<file path="src/rtl/rtc_bus_scheduler.sv">
// Sole master of the RTC bus-cycle engine: arbitrates PicoBlaze port commands
// against a periodic seconds/minutes/hours refresh into display shadows.
module rtc_bus_scheduler #(
    parameter int unsigned REFRESH_CYCLES = 100000,
    parameter int unsigned TIMEOUT        = 255,
    parameter logic [7:0]  ADDR_SEC       = 8'h21,
    parameter logic [7:0]  ADDR_MIN       = 8'h22,
    parameter logic [7:0]  ADDR_HOUR      = 8'h23
) (
    input  logic       CLK,
    input  logic       reset,
    input  logic       write_strobe,
    input  logic [7:0] id_port,
    input  logic [7:0] out_port,
    output logic       bus_req,
    output logic       bus_we,
    output logic [7:0] bus_addr,
    output logic [7:0] bus_wdata,
    input  logic       bus_done,
    input  logic [7:0] bus_rdata,
    output logic [7:0] host_rdata,
    output logic       host_valid,
    output logic [7:0] sec,
    output logic [7:0] min,
    output logic [7:0] hour,
    output logic       overrun,
    output logic       timeout_err,
    output logic       busy
);

    localparam int unsigned RW = (REFRESH_CYCLES > 1) ? $clog2(REFRESH_CYCLES) : 1;
    localparam int unsigned TW = (TIMEOUT > 1) ? $clog2(TIMEOUT + 1) : 1;
    localparam logic [RW-1:0] REF_RELOAD = RW'(REFRESH_CYCLES - 1);
    localparam logic [TW-1:0] WAIT_LAST  = TW'(TIMEOUT - 1);
    localparam logic [7:0] ID_ADDR   = 8'h01;
    localparam logic [7:0] ID_WR     = 8'h02;
    localparam logic [7:0] ID_RD     = 8'h03;
    localparam logic [7:0] CLEAR_PAT = 8'hFF;

    typedef struct packed {
        logic       we;
        logic [7:0] addr;
        logic [7:0] wdata;
    } bus_cmd_t;

    typedef enum logic [1:0] {IDLE, HOST, REF} state_t;

    state_t          state, state_nxt;
    bus_cmd_t        cmd, cmd_nxt;
    bus_cmd_t        slot, slot_nxt;
    logic            slot_full, slot_full_nxt;
    logic            req_nxt;
    logic [TW-1:0]   wait_cnt, wait_nxt;
    logic [7:0]      haddr, haddr_nxt;
    logic [1:0]      idx, idx_nxt;
    logic [2:0][7:0] shadow, shadow_nxt;
    logic [RW-1:0]   ref_cnt, ref_cnt_nxt;
    logic            ref_pending, ref_pending_nxt;
    logic [7:0]      rdata_nxt;
    logic            valid_nxt;
    logic [7:0]      sec_nxt, min_nxt, hour_nxt;
    logic            overrun_nxt, terr_nxt, busy_nxt;
    logic            slot_release, seq_wrap, ref_fire, is_cmd;
    logic [7:0]      ref_addr;

    assign bus_we    = cmd.we;
    assign bus_addr  = cmd.addr;
    assign bus_wdata = cmd.wdata;

    // Next-state, slot bookkeeping and registered-output values.
    always_comb begin
        state_nxt     = state;
        cmd_nxt       = cmd;
        req_nxt       = bus_req;
        wait_nxt      = wait_cnt;
        slot_nxt      = slot;
        slot_full_nxt = slot_full;
        haddr_nxt     = haddr;
        idx_nxt       = idx;
        shadow_nxt    = shadow;
        rdata_nxt     = host_rdata;
        valid_nxt     = 1'b0;
        sec_nxt       = sec;
        min_nxt       = min;
        hour_nxt      = hour;
        overrun_nxt   = overrun;
        terr_nxt      = timeout_err;
        slot_release  = 1'b0;
        seq_wrap      = 1'b0;
        ref_fire      = (ref_cnt == '0);
        ref_cnt_nxt   = ref_fire ? REF_RELOAD : ref_cnt - RW'(1);
        is_cmd        = (id_port == ID_WR) || (id_port == ID_RD);

        case (idx)
            2'd0:    ref_addr = ADDR_SEC;
            2'd1:    ref_addr = ADDR_MIN;
            default: ref_addr = ADDR_HOUR;
        endcase

        case (state)
            IDLE: begin
                wait_nxt = '0;
                if (slot_full) begin
                    state_nxt = HOST;
                    req_nxt   = 1'b1;
                    cmd_nxt   = slot;
                end else if (ref_pending || (idx != 2'd0)) begin
                    state_nxt = REF;
                    req_nxt   = 1'b1;
                    cmd_nxt   = '{we: 1'b0, addr: ref_addr, wdata: 8'h00};
                end
            end
            HOST, REF: begin
                if (bus_done) begin
                    state_nxt = IDLE;
                    req_nxt   = 1'b0;
                    if (state == HOST) begin
                        slot_release = 1'b1;
                        if (!cmd.we) begin
                            rdata_nxt = bus_rdata;
                            valid_nxt = 1'b1;
                        end
                    end else begin
                        shadow_nxt[idx] = bus_rdata;
                        if (idx == 2'd2) begin
                            // hour comes straight from the bus: its shadow slot is written this same edge
                            sec_nxt  = shadow[0];
                            min_nxt  = shadow[1];
                            hour_nxt = bus_rdata;
                            idx_nxt  = 2'd0;
                            seq_wrap = 1'b1;
                        end else begin
                            idx_nxt = idx + 2'd1;
                        end
                    end
                end else if (wait_cnt == WAIT_LAST) begin
                    // abandoned refresh keeps idx so the same register is retried
                    state_nxt = IDLE;
                    req_nxt   = 1'b0;
                    terr_nxt  = 1'b1;
                    if (state == HOST) begin
                        slot_release = 1'b1;
                    end
                end else begin
                    wait_nxt = wait_cnt + TW'(1);
                end
            end
            default: begin
                state_nxt = IDLE;
                req_nxt   = 1'b0;
            end
        endcase

        // Port decode; a slot freed this edge can accept a new command.
        if (slot_release) begin
            slot_full_nxt = 1'b0;
        end
        if (write_strobe) begin
            if (id_port == ID_ADDR) begin
                haddr_nxt = out_port;
            end else if ((id_port == ID_WR) && (out_port == CLEAR_PAT)) begin
                overrun_nxt = 1'b0;
            end else if (is_cmd) begin
                if (slot_full_nxt) begin
                    overrun_nxt = 1'b1;
                end else begin
                    slot_full_nxt = 1'b1;
                    slot_nxt      = '{we: (id_port == ID_WR), addr: haddr, wdata: out_port};
                end
            end
        end

        // A timer expiry coinciding with sequence completion starts a fresh sequence.
        ref_pending_nxt = ref_fire ? 1'b1 : (seq_wrap ? 1'b0 : ref_pending);
        busy_nxt        = (state_nxt != IDLE);
    end

    // State and registered outputs.
    always_ff @(posedge CLK) begin
        if (reset) begin
            state       <= IDLE;
            cmd         <= '0;
            bus_req     <= 1'b0;
            wait_cnt    <= '0;
            slot        <= '0;
            slot_full   <= 1'b0;
            haddr       <= 8'h00;
            idx         <= 2'd0;
            shadow      <= '0;
            ref_cnt     <= REF_RELOAD;
            ref_pending <= 1'b0;
            host_rdata  <= 8'h00;
            host_valid  <= 1'b0;
            sec         <= 8'h00;
            min         <= 8'h00;
            hour        <= 8'h00;
            overrun     <= 1'b0;
            timeout_err <= 1'b0;
            busy        <= 1'b0;
        end else begin
            state       <= state_nxt;
            cmd         <= cmd_nxt;
            bus_req     <= req_nxt;
            wait_cnt    <= wait_nxt;
            slot        <= slot_nxt;
            slot_full   <= slot_full_nxt;
            haddr       <= haddr_nxt;
            idx         <= idx_nxt;
            shadow      <= shadow_nxt;
            ref_cnt     <= ref_cnt_nxt;
            ref_pending <= ref_pending_nxt;
            host_rdata  <= rdata_nxt;
            host_valid  <= valid_nxt;
            sec         <= sec_nxt;
            min         <= min_nxt;
            hour        <= hour_nxt;
            overrun     <= overrun_nxt;
            timeout_err <= terr_nxt;
            busy        <= busy_nxt;
        end
    end

endmodule

</file>
<file path="config.mk">
export PLATFORM = sky130hd
export DESIGN_NAME = rtc_bus_scheduler
export DESIGN_NICKNAME = d
export VERILOG_FILES = /design/src/rtl/rtc_bus_scheduler.sv
export SDC_FILE = /design/constraint.sdc
export NUM_CORES = 1
export LEC_CHECK = 0
export CORE_MARGIN = 2
export CORE_UTILIZATION = 30
export DETAILED_ROUTE_END_ITERATION = 6
export GPL_ROUTABILITY_DRIVEN = 1
export PLACE_DENSITY_LB_ADDON = 0.2
export SLEW_MARGIN = 10
export SYNTH_ARGS = -nofsm -noshare
export SYNTH_HDL_FRONTEND = slang
export SYNTH_SLANG_ARGS = --single-unit
export TNS_END_PERCENT = 30
</file>
<file path="constraint.sdc">
create_clock -name CLK -period 2 [get_ports CLK]
set_input_delay 0.4 -clock CLK [delete_from_list [all_inputs] [get_ports CLK]]
set_output_delay 0.4 -clock CLK [all_outputs]
set_load 0.005 [all_outputs]
</file>
==> Word-level counts from Yosys, hierarchy flattened <==
Index checks and enable logic that the tools add are counted.
{ "totals": {"regBits": 134, "inputBits": 28} }
{ "classes": {"add_sub_neg": 3, "magnitude_cmp": 2, "n_eq_ne": 13, "muxes": 39, "bitwise_logic": 7, "reduce_logical": 27} }
{ "op_table": {"columns": ["operator", "count"], "rows": [
  ["$mux W17", 2],
  ["$bwmux W24", 1],
  ["$mux W8", 3],
  ["$mux W1", 23],
  ["$logic_not A17 Y1", 1],
  ["$sub A17 B1 Y17 const B", 1],
  ["$demux W8 S2", 1],
  ["$eq A8 B2 Y1 const B", 2],
  ["$eq A8 B8 Y1 const B", 2],
  ["$pmux W8 S2", 1],
  ["$reduce_bool A2 Y1", 7],
  ["$reduce_and A4 Y1", 3],
  ["$mux W2", 5],
  ["$reduce_and A3 Y1", 3],
  ["$add A8 B1 Y8 const B", 1],
  ["$eq A8 B1 Y1 const B", 1],
  ["$pmux W2 S2", 2],
  ["$not A1 Y1", 7],
  ["$ne A3 B3 Y1 const B", 2],
  ["$reduce_and A2 Y1", 3],
  ["$reduce_and A5 Y1", 1],
  ["$eq A2 B1 Y1 const B", 2],
  ["$eq A2 B2 Y1 const B", 2],
  ["$logic_not A2 Y1", 2],
  ["other kinds (9)", 13]
]} }

==> Logic depth before layout (Yosys ltp) <==
{ "depth": {"depth_word": 10, "ltp_mapped": 8, "depth_no_buf": 6} }

==> Worst setup path before layout <==
Ideal clock, no wire load.
{ "synth_timing": {"path_kind": "reg-to-reg", "startpoint": "reg state[0]", "endpoint": "reg hour[0]", "t_arrival_ps": 1823, "required_ps": 1868, "path_slack_ps": 45, "stages_incl_launch_ff": 9, "period_less_slack_ps": 1955, "path_cell_list": "dfxtp_1 inv_1 ha_1 nand3b_1 or3b_2 clkbuf_1 clkbuf_1 nand2_1 a21oi_1"} }
{ "synth_via": {"elab_chain_len": 3, "elab_cells_between_ends": 5, "classes_between": "eq/ne: 2; bitwise: 1; reduce/logical: 2"} }
{ "synth_rtl": {"columns": ["element", "line", "rtl"], "rows": [
  ["start, declared", "48", "state_t state, state_nxt;"],
  ["start signal, assigned", "201", "state <= state_nxt;"],
  ["$eq A2 B1 Y1 or $eq A2 B2 Y1 (tied branches)", "100, 117", null],
  ["$reduce_or A2 Y1 or $not A1 Y1 (tied branches)", null, null],
  ["$reduce_and A4 Y1 (no line) *", null, null],
  ["end signal, assigned", "216", "hour <= hour_nxt;"],
  ["end, declared", "25", "output logic [7:0] hour,"]
]} }
Mark *: on every way between the ends. The rest lies on a longest branch, timed or not.
A chain may end at the register's enable or synchronous reset.

==> Final worst setup path <==
{ "layout_timing": {"startpoint": "reg state[1]", "endpoint": "reg min[1]"} }
{ "layout_via": {"elab_chain_len": 3, "elab_cells_between_ends": 5, "classes_between": "eq/ne: 2; bitwise: 1; reduce/logical: 2"} }
{ "layout_rtl": {"columns": ["element", "line", "rtl"], "rows": [
  ["$eq A2 B1 Y1 or $eq A2 B2 Y1 (tied branches)", "100, 117", null],
  ["$reduce_or A2 Y1 or $not A1 Y1 (tied branches)", null, null],
  ["$reduce_and A4 Y1 (no line) *", null, null],
  ["end signal, assigned", "215", "min <= min_nxt;"],
  ["end, declared", "24", "output logic [7:0] min,"]
]} }
Marked as above.

==> flow_summary_export.csv <==
group,metric,value,unit
status,outcome,"completed",
timing,setup_tns,0,ps
timing,final_hold_viol_count,0,
route,vias,4158,
floorplan,floorplan.die_area,17700,um^2
grt,grt_pass1_wl,20400,um
worst_setup_path,crit_type,"flop to flop",
synth,ys_async_sr_fraction,0,%
power,p_leak,2.64,nW
route,wl_per_cell,13.9,um
placement,dp_slack,-210,ps
layout,final_cell_count_no_fill,892,
clock_network,clkTransAtPathRegs,60,ps
power,irDropWorstVdd,708,uV
worst_setup_path,path_buf_inv,2,
route,drt_wl_total,12400,um
route,first_pass_iters,4,
layout,drive_above_1_share,12.2,%
grt,grt_start_max_net_pins,86,
worst_setup_path,rr_worst_depth,7,
grt,grt_antenna_before_repair,0,
timing,tightest_slew,442,ps
route,remaining_drc_errors,0,
clock_network,clockBufferDepth,2,
synth,synth_warnings,0,
worst_setup_path,cp_slowest_stage_delay,540,ps
timing,setup_viol,0,
timing,rsz0062_at_grt,"false",
worst_setup_path,crit_required,2290,ps
timing,fmax,535,MHz
layout,utilization,42.5,%
route,ant_nets,0,
timing,relSlewSlack,70.3,%
floorplan,die_width,133,um
layout,fin_nets,694,
grt,grt_pass1_vias,4104,
synth,synth_ff_type,"dfxtp_1",
route,drt_iter0_markers,207,
synth,syn_inst,551,
power,powerDensity,902,nW/um^2
placement,place_inst,860,
synth,synth_seq_area_share,50.6,%
clock_network,htree_num_levels,4,
layout,antenna_cells,0,
clock_network,cts_made_buffers,17,
worst_setup_path,critPathTopFamily,"simple AND/OR/NAND/NOR gates",
worst_setup_path,cp_cell_sequence,"inv_1 > ha_1 > nand3b_1 > or3b_2 > buf_12 > nand2_1 > a21oi_1",
clock_network,root_buffer,"clkbuf_16",
synth,ys_types,53,
timing,min_period,1870,ps
timing,worst_slack,133,ps
clock_network,cts_tree,"done",
synth,synth-seq-cells,126,
placement,port_buffers,81,
synth,synth_edf_count,0,
min_path,holdPathStages,4,
clock_network,post_cts_buffers,0,
synth,avgSynthCellArea,9.06,um^2
worst_setup_path,path_depth,7,
layout,area_growth,39.7,%
route,viasPerCell,4.66,
min_path,hold_path.class,"input port to flop",
grt,grt.total_usage,14.7,%
job,maxCapViolCount,0,
worst_setup_path,worst_setup_path_end_kind,"flop",
synth,synth_nets,586,
timing,skew,17.7,ps
clock_network,insertion_delay,420,ps
floorplan,die_h,133,um
placement,dp_hpwl,8390,um
synth,synth_area,4990,um^2
floorplan,core,16400,um^2
clock_network,clock-sinks,126,
timing,slew_violations,0,
worst_setup_path,startpoint_type,"flop",
layout,fillers,1609,
floorplan,io_pins,82,
floorplan,initial_core_util,30.4,%
timing,fin_crit_sh,93.4,%
floorplan,rows,47,
worst_setup_path,worst_path_max_delay_cell,"or3b_2",
worst_setup_path,cp.arrival,2160,ps
placement,gp_congestion,0.806,
worst_setup_path,cp_max_fo,24,
grt,overflow,0,
[report_power, final]
part	switching (mW)	internal [mW]	leakage (nW)
Sequential	0.0125	2.52	1.02
Combinational	0.114	0.109	1.29
Clock	1.12	2.42	0.333
Total	1.24	5.05	2.64
[cells in the mapped netlist (5+ instances only)]
library cell	number	area, um^2
a22oi_1	14	105
mux2i_1	52	521
nor2_1	66	248
clkbuf_1	22	82.6
nor2b_1	5	31.3
dfxtp_1	126	2520
nand2_1	111	417
inv_1	11	41.3
xor2_1	9	78.8
nand4_1	6	37.5
nand3_1	12	60.1
a21oi_1	33	165
ha_1	7	87.6
o21ai_0	7	35.0
nand2b_1	7	43.8
[path summary, 6_finish.rpt]
check                                 from           to  slack [ps]
worst max register to register    state[1]       min[1]         130
worst max-delay path              state[1]       min[1]         130
worst min-delay path                 reset  wait_cnt[6]         410
worst min register to register  ref_cnt[0]   ref_cnt[0]         430
[sequential cells by signal (all words and copies together) (netlist names)]
name and count:
bus_addr 8, bus_req 1, bus_wdata 8, bus_we 1, busy 1, haddr 8, host_rdata 8, host_valid 1
hour 8, idx 2, min 8, overrun 1, ref_cnt 17, ref_pending 1, sec 8, shadow 16
slot 17, slot_full 1, state 2, timeout_err 1, wait_cnt 8
[per-layer routing]
| layer | wire length (um) | GRT usage, % | up-vias |
|---|---|---|---|
| li1 | - | - | 2098 |
| met1 | 5940 | 18.2 | 1983 |
| met2 | 5910 | 23.9 | 64 |
| met3 | 361 | 4.29 | 13 |
| met4 | 183 | 5.79 | 0 |
| met5 | 0 | 0 | - |
[area by class of cell]
cell class / instances / area [um^2] / area share [%]
multi-input cells: 385 / 2310 / 33.1
clock buffers: 24 / 512 / 7.34
inverters: 11 / 41.3 / 0.592
well taps: 220 / 275 / 3.95
clock inverters: 8 / 175 / 2.51
flip-flops and latches: 126 / 2520 / 36.2
repair buffers: 118 / 1140 / 16.3
[stage by stage]
stage | total power, mW | instance area, um^2 | hold slack (ps)
final | 6.29 | 6970 | 407
after CTS | 6.37 | 6950 | 392
after global routing | 6.51 | 6970 | 436
after floorplan | 2.68 | 4990 | 401
after global placement | 2.81 | 6270 | 416
after detailed placement | 2.81 | 6270 | 421
[worst register-to-register path: stages, from the launching register on]
cell	delay, ps
dfxtp_2	360
inv_1	90
ha_1	210
nand3b_1	200
or3b_2	540
buf_12	180
nand2_1	90
a21oi_1	60
[cell usage in the layout, fill, tap and decap left out, drive strengths merged, types with 5 or more instances in the layout]
cell           instances
o21ai                 11
clkbuf                24
mux2i                 52
nand4                  6
a22oi                 14
nand2                111
buf                   38
inv                   11
xor2                   9
a21oi                 33
nand2b                 8
nor2b                  5
nor4                   5
nor2                  66
dfxtp                126
bufinv                 5
or4                    5
clkdlybuf4s50         80
ha                     7
nand3                 12
[repair_timing]
item                       4_1_cts  5_1_grt
hold buffers                     0        0
resized for setup                0        4
setup endpoints to repair        0       31
[logic make-up after synthesis]
logic type,synth area share [%]
AOI/OAI and AO/OA,9.80
xor gates and xnor gates,1.93
adders and majority gates,1.76
buffers and inverters,3.46
DFF,50.6
muxes,10.4
and+or+nand+nor,22.1
No activity file was read; power rests on OpenSTA's default activity.
